<file path="src/rtl/collision_lives.sv">
`default_nettype none
// ============================================================================
// Module   : collision_lives
// Purpose  : Per-tick bird/pipe collision check in the bird's column.
//            Counts cleared pipes (saturating), tracks lives with a post-hit
//            invulnerability window, and flags game over.
// Revision : 1.0 - initial parametrised multi-life version
// ============================================================================
module collision_lives #(
  parameter  int ROWS      = 16,
  parameter  int SCORE_W   = 10,
  parameter  int LIVES     = 3,
  parameter  int GRACE     = 4,
  parameter  bit EDGE_KILL = 1'b1,
  localparam int LW        = $clog2(LIVES + 1)
) (
  input  logic               clk,
  input  logic               reset,
  input  logic               tick,
  input  logic               restart,
  input  logic [ROWS-1:0]    bird,
  input  logic [ROWS-1:0]    pipe,
  output logic [SCORE_W-1:0] score,
  output logic [LW-1:0]      lives,
  output logic               gameover,
  output logic               hit,
  output logic               invuln
);

  // Grace counter needs at least one bit even when the window is disabled.
  localparam int GW = (GRACE > 0) ? $clog2(GRACE + 1) : 1;

  localparam logic [GW-1:0]      C_GRACE     = GW'(GRACE);
  localparam logic [LW-1:0]      C_LIVES     = LW'(LIVES);
  localparam logic [SCORE_W-1:0] C_SCORE_MAX = '1;

  typedef enum logic [1:0] {
    ST_PLAY  = 2'd0,
    ST_GRACE = 2'd1,
    ST_OVER  = 2'd2
  } state_t;

  state_t             r_state;
  state_t             w_state_nxt;
  logic [SCORE_W-1:0] r_score,     w_score_nxt;
  logic [LW-1:0]      r_lives,     w_lives_nxt;
  logic [GW-1:0]      r_grace_cnt, w_grace_nxt;
  logic               r_pipe_prev, w_pipe_prev_nxt;
  logic               r_taint,     w_taint_nxt;
  logic               r_hit,       w_hit_nxt;
  logic               r_gameover;
  logic               r_invuln;

  logic w_hit_raw;
  logic w_pipe_now;
  logic w_exit;

  // A hit is any overlap, or the bird being off-screen when edge-kill is on.
  assign w_hit_raw  = (|(bird & pipe)) | (EDGE_KILL & ~(|bird));
  assign w_pipe_now = |pipe;
  // Falling edge of pipe presence across ticks means the bird cleared a pipe.
  assign w_exit     = tick & r_pipe_prev & ~w_pipe_now;

  // State and datapath registers; restart and reset load identical values.
  always_ff @(posedge clk or posedge reset) begin
    if (reset) begin
      r_state     <= ST_PLAY;
      r_score     <= '0;
      r_lives     <= C_LIVES;
      r_grace_cnt <= '0;
      r_pipe_prev <= 1'b0;
      r_taint     <= 1'b0;
      r_hit       <= 1'b0;
      r_gameover  <= 1'b0;
      r_invuln    <= 1'b0;
    end else begin
      r_state     <= w_state_nxt;
      r_score     <= w_score_nxt;
      r_lives     <= w_lives_nxt;
      r_grace_cnt <= w_grace_nxt;
      r_pipe_prev <= w_pipe_prev_nxt;
      r_taint     <= w_taint_nxt;
      r_hit       <= w_hit_nxt;
      r_gameover  <= (w_state_nxt == ST_OVER);
      r_invuln    <= (w_state_nxt == ST_GRACE);
    end
  end

  // Next-state and next-value logic; OVER holds everything by default.
  always_comb begin
    w_state_nxt     = r_state;
    w_score_nxt     = r_score;
    w_lives_nxt     = r_lives;
    w_grace_nxt     = r_grace_cnt;
    w_pipe_prev_nxt = r_pipe_prev;
    w_taint_nxt     = r_taint;
    w_hit_nxt       = 1'b0;

    if (restart) begin
      w_state_nxt     = ST_PLAY;
      w_score_nxt     = '0;
      w_lives_nxt     = C_LIVES;
      w_grace_nxt     = '0;
      w_pipe_prev_nxt = 1'b0;
      w_taint_nxt     = 1'b0;
    end else if (tick && (r_state != ST_OVER)) begin
      w_pipe_prev_nxt = w_pipe_now;
      case (r_state)
        ST_PLAY: begin
          if (w_hit_raw) begin
            // Counted hit wins over a same-tick exit: no score this tick.
            w_hit_nxt   = 1'b1;
            w_lives_nxt = r_lives - LW'(1);
            w_taint_nxt = 1'b1;
            if (r_lives == LW'(1)) begin
              w_state_nxt = ST_OVER;
            end else if (GRACE > 0) begin
              w_state_nxt = ST_GRACE;
              w_grace_nxt = C_GRACE;
            end
          end else if (w_exit && !r_taint && (r_score != C_SCORE_MAX)) begin
            w_score_nxt = r_score + SCORE_W'(1);
          end
        end
        ST_GRACE: begin
          // Collisions are ignored here, but clean exits still score.
          w_grace_nxt = r_grace_cnt - GW'(1);
          if (r_grace_cnt == GW'(1)) begin
            w_state_nxt = ST_PLAY;
          end
          if (w_exit && !r_taint && (r_score != C_SCORE_MAX)) begin
            w_score_nxt = r_score + SCORE_W'(1);
          end
        end
        default: ;
      endcase
      // Any exit ends the pipe, so the taint from a hit inside it is dropped.
      if (w_exit) begin
        w_taint_nxt = 1'b0;
      end
    end
  end

  assign score    = r_score;
  assign lives    = r_lives;
  assign gameover = r_gameover;
  assign hit      = r_hit;
  assign invuln   = r_invuln;

endmodule
`default_nettype wire

</file>
<file path="config.mk">
export PLATFORM = sky130hd
export DESIGN_NAME = collision_lives
export DESIGN_NICKNAME = d
export VERILOG_FILES = /design/src/rtl/collision_lives.sv
export SDC_FILE = /design/constraint.sdc
export NUM_CORES = 1
export LEC_CHECK = 0
export ABC_CLOCK_PERIOD_IN_PS = 4900
export BUFFER_PORTS_ARGS = -buffer_cell sky130_fd_sc_hd__buf_2
export CORE_MARGIN = 4
export CORE_UTILIZATION = 52
export DETAILED_ROUTE_END_ITERATION = 10
export PLACE_DENSITY = 0.9
export SYNTH_ARGS = -nofsm -noshare
export SYNTH_HDL_FRONTEND = slang
export SYNTH_SLANG_ARGS = --single-unit
</file>
<file path="constraint.sdc">
create_clock -name clk -period 4.9 [get_ports clk]
set_input_delay 0.735 -clock clk [delete_from_list [all_inputs] [get_ports clk]]
set_output_delay 0.735 -clock clk [all_outputs]
set_load 0.02 [all_outputs]
</file>
-- Word level (Yosys, flattened, before mapping)
Index checks and enable logic that the tools add are counted.
- reduce and logical (&&, ||, !) cells: 18
- bitwise operators: 6
- $add $sub $neg: 3
- multiplexer cells: 31
- equal/unequal tests: 10
- operators by type and width (operator ; number):
    $reduce_or A16 Y1 ; 3
    $mux W10 ; 4
    $pmux W10 S2 ; 1
    $mux W2 ; 9
    $and A16 B16 Y16 ; 1
    $mux W3 ; 4
    $mux W1 ; 11
    $add A10 B1 Y10 const B ; 1
    $ne A10 B10 Y1 const B ; 1
    $ne A3 B3 Y1 const B ; 3
    $reduce_and A3 Y1 ; 3
    $reduce_bool A3 Y1 ; 3
    $eq A2 B1 Y1 const B ; 3
    $pmux W3 S2 ; 1
    $reduce_bool A2 Y1 ; 3
    $pmux W2 S2 ; 1
    $reduce_and A4 Y1 ; 1
    $eq A3 B1 Y1 const B ; 1
    $logic_and A1 B1 Y1 ; 3
    $sub A3 B1 Y3 const B ; 1
    $and A1 B1 Y1 ; 2
    $eq A2 B2 Y1 const B ; 1
    $logic_not A2 Y1 ; 1
    $ne A2 B2 Y1 const B ; 1
    other kinds (4) ; 5
- flip-flop bits (word level): 22
- input bits: 36
- output and inout port bits: 15
- word-level logic and storage cells: 77

-- Depth between registers and ports, before layout
- depth after elaboration: 10
- depth in mapped cells: 7
- mapped depth without buffers: 6

-- Worst setup path after synthesis
OpenSTA, ideal clock, no wires.
- kind: input -> register
- from: in pipe[3]
- to: reg r_score[9], in the netlist score[9]
- arrival time: 2.441 ns
- stages on the path: 7
- path buffers: 1
- path slack: 2.331 ns
- setup time: 0.128 ns
- data required time: 4.772 ns
- path through: nor4_1 > and4_1 > nand2_1 > or4_1 > buf_2 > nor4_1 > mux2_1
- longest elaborated chain between the ends: 10
- elaborated cells between the ends (all ways): 15
- classes of those cells: 1 x eq/ne; 5 x mux; 4 x bitwise; 5 x reduce/logical
- ends and longest elaborated chain (element ; line ; source):
    start: declaration ; 22 ; input logic [ROWS-1:0] pipe,
    $reduce_or A16 Y1 ; 60 ; assign w_pipe_now = |pipe;
    $not A1 Y1 ; 62 ; assign w_exit = tick & r_pipe_prev & ~w_pipe_now;
    $and A1 B1 Y1 ; 62 ;
    $logic_and A1 B1 Y1 (2 in a row) ; 121, 131 ;
    $mux W10 (2 in a row) ; - ;
    $pmux W10 S2 ; - ;
    $mux W10 (2 in a row) ; - ;
    end signal: assignment ; 78 ; r_score <= w_score_nxt;
    end: declaration ; 45 ; logic [SCORE_W-1:0] r_score, w_score_nxt;
Parallel ways exist; a longest one is shown, timed or not. The select of a mux whose other input is x is not followed.
A chain may end at the register's enable or synchronous reset.

-- Worst setup path in the final report
- from: in pipe[11]
- to: reg r_score[9], in the netlist score[9]
Same word-level chain as after synthesis.

==> flow_summary.json <==
{
  "outcome": "finished clean",
  "period_share_pct": 54.1,
  "wire_per_inst_um": 16.3,
  "final_area_um2": 1670,
  "place_ws_ns": 1.96,
  "die_area_um2": 3460,
  "cts_sinks": 22,
  "globalplace.congestion": 0.900,
  "ff2ff_path_depth": 5,
  "yosys_warnings": 0,
  "crit_top_cell": "nor4_1",
  "n_antenna_cell": 0,
  "crit_family": "simple AND/OR/NAND/NOR gates",
  "multi_input_area_um2": 739,
  "holdBufCountCts": 0,
  "power_mw": 0.444,
  "place_inst": 225,
  "hpwl_um": 2810,
  "p_per_area_nw_per_um2": 267,
  "fmax_mhz": 377,
  "post_cts_buffers": 0,
  "area_delta_synth_final_pct": 24.1,
  "worst_setup_path_end_kind": "flop",
  "regToRegStartpoint": "score[0]$_DFFE_PP0P_",
  "firstDrtPassIters": 4,
  "path_clk_slew_ns": 0.13,
  "wl_um": 3740,
  "cts-root-buf": "clkbuf_4",
  "hold_class": "primary input to asynchronous set/reset pin",
  "worst_slew_pin_slew_ns": 0.828,
  "seqCellArea_um2": 553,
  "drive_above_1_share_pct": 29.6,
  "leakagePower_nw": 0.768,
  "max_slew_margin_pct": 44.8,
  "rr_endpoint": "score[9]$_DFFE_PP0P_",
  "die_x_um": 58.8,
  "worstSetupStartpointType": "primary input",
  "vias": 1483,
  "avgSynthCellArea_um2": 8.95,
  "synth-edff-count": 0,
  "numCtsBuffers": 3,
  "rsz0062_at_grt": "false",
  "min_period_ns": 2.65,
  "syn-instance-count": 150,
  "io_buffers": 50,
  "cp.required_ns": 5.12,
  "worstPathMaxFanout": 8,
  "ys_seq_elements": 22,
  "grt_max_degree": 25,
  "crit_path_max_incr_delay_ns": 0.60,
  "cts_buffer_depth": 2,
  "crit_arrival_ns": 2.86,
  "finalSetupViolCount": 0,
  "antenna_found_initial": 0,
  "hold_viol_final": 0,
  "drv_slew": 0,
  "initial_utilization_pct": 54.2,
  "synthTopCellsByArea": "dfrtp_1 37%, a21oi_1 5.6%, nor4_1 4.2%",
  "clock_latency_ns": 0.32,
  "cts.repair.resized": 0,
  "grt_pass1_vias": 1487,
  "h-tree-depth": 1,
  "synthFlopType": "dfrtp_1",
  "cts_tree": "yes",
  "pin_count": 51,
  "synthArstFlopShare_pct": 100,
  "maxCapViolations": 0,
  "synth.cell_area_um2": 1340,
  "antenna_left": 0,
  "core-area_um2": 2480,
  "seq_area_frac_synth_pct": 41.2,
  "viasPerCell": 6.48,
  "yosysTopAreaCell": "dfrtp_1",
  "crit_start": "pipe[11]",
  "stdcell_count": 229,
  "worstSetupPathType": "primary input to flop",
  "worst_slack_ns": 2.25,
  "grt_usage_pct": 23.6,
  "initialDrtViolationCount": 50,
  "rows": 18,
  "endpoint": "score[9]$_DFFE_PP0P_",
  "grt.overflow.total": 0,
  "path_cells": "buf_2, nor4_1, and4_1, nand2_1, or4_1, nor4_1, mux2_1",
  "setup_tns_ns": 0,
  "die_h_um": 58.8,
  "cp.depth": 7,
  "yosys.area.top_type_share_pct": 37.3,
  "crit_buf_inv": 1,
  "synth_nets": 190,
  "dpl_cell_area_um2": 1610,
  "cpMaxStageDelayCell": "or4_1",
  "drc": 0,
  "reg2reg_slack_ns": 2.55,
  "clock_skew_ns": 0.00145,
  "vdd_drop_max_v": 0.000192,
  "ys_types": 37,
  "grt_pass1_wl_um": 6290,
  "fin_nets": 240,
  "fillers": 209
}
[sequential cells by signal (all words and copies together) (netlist names)]
| signal | flops |
|---|---|
| lives | 2 |
| r_grace_cnt | 3 |
| hit | 1 |
| r_pipe_prev | 1 |
| score | 10 |
| invuln | 1 |
| r_state | 2 |
| r_taint | 1 |
| gameover | 1 |
[final cells by class]
cell class | count | area share, %
clock buffers | 3 | 1.35
clock inverters | 1 | 1.80
inverters | 7 | 1.58
multi-input cells | 115 | 44.4
flip-flops and latches | 22 | 33.2
well taps | 30 | 2.25
repair buffers | 51 | 15.5
[cell usage in the layout (no fill, tap or decap), types with 3 or more instances in the layout]
cell      netlist  final
buf_2           1     50
dfrtp_1        20     20
a21oi_1        15     15
nor2_1         11     11
nor4_1          9      9
inv_1           7      7
a22oi_1         6      6
nand4_1         6      6
or4_1           6      6
nand2_1         5      5
o21ai_0         5      5
or3_1           5      5
nor3_1          5      5
and4_1          4      4
nor2b_1         4      4
o31ai_1         4      4
ha_1            4      4
and3_1          3      3
a31oi_1         3      3
clkbuf_4        0      3
[cell usage after synthesis (all sizes together), types with 2 or more instances]
library cell  number
o31ai              4
nor4               9
and4b              2
nand3              2
nand4              6
ha                 4
clkbuf             5
a21oi             15
inv                7
a31oi              3
o21ai              5
and3               3
a211oi             2
nor3               5
dfrtp             20
or3                5
and4               4
nor2b              4
dfstp              2
nand2              5
a22oi              6
mux2               2
nor2              11
nand2b             2
or4                6
[metal layers]
layer | track usage [%] | vias to the layer above | share of wire (%)
met3 | 4.82 | 9 | 7.5
li1 | - | 680 | -
met4 | 11.3 | 0 | 2.4
met2 | 41.0 | 78 | 51
met5 | 0 | - | 0
met1 | 27.5 | 716 | 39
[where the power goes]
group | total [mW] | internal [mW] | switching [mW]
registers | 0.205 | 0.194 | 0.0109
logic | 0.0960 | 0.0385 | 0.0575
clock network | 0.143 | 0.0828 | 0.0602
total | 0.444 | 0.316 | 0.129
[worst min-delay path by stage]
stage	cells after the start	slack (ns)	to	startpoint
2_1_floorplan	1	0.48	invuln$_DFF_PP0_	r_state[1]$_DFF_PP0_
3_3_place_gp	1	0.51	invuln$_DFF_PP0_	r_state[1]$_DFF_PP0_
3_5_place_dp	1	0.52	invuln$_DFF_PP0_	r_state[1]$_DFF_PP0_
4_1_cts	1	0.54	invuln$_DFF_PP0_	r_state[1]$_DFF_PP0_
5_1_grt	1	0.57	invuln$_DFF_PP0_	r_state[1]$_DFF_PP0_
6_report	2	0.55	gameover$_DFF_PP0_	reset
[kinds of logic (layout without fill, tap and decap cells)]
family / count (synthesis) / after routing / synth area share [%]
AOI/OAI and AO/OA: 40 / 40 / 18.7
xor gates and xnor gates: 1 / 1 / 0.652
adders and majority gates: 4 / 4 / 3.73
buffers and inverters: 13 / 62 / 3.73
DFF: 22 / 22 / 41.2
muxes: 2 / 2 / 1.68
and+or+nand+nor: 68 / 68 / 30.3
[per-stage QoR]
stage               hold WS [ns]  utilization [%]
finish                     0.545             67.3
global route               0.574             67.3
CTS                        0.539             67.3
detailed placement         0.518             65.2
global placement           0.509             65.2
floorplan                  0.483                -
No activity file was read; power rests on OpenSTA's default activity.
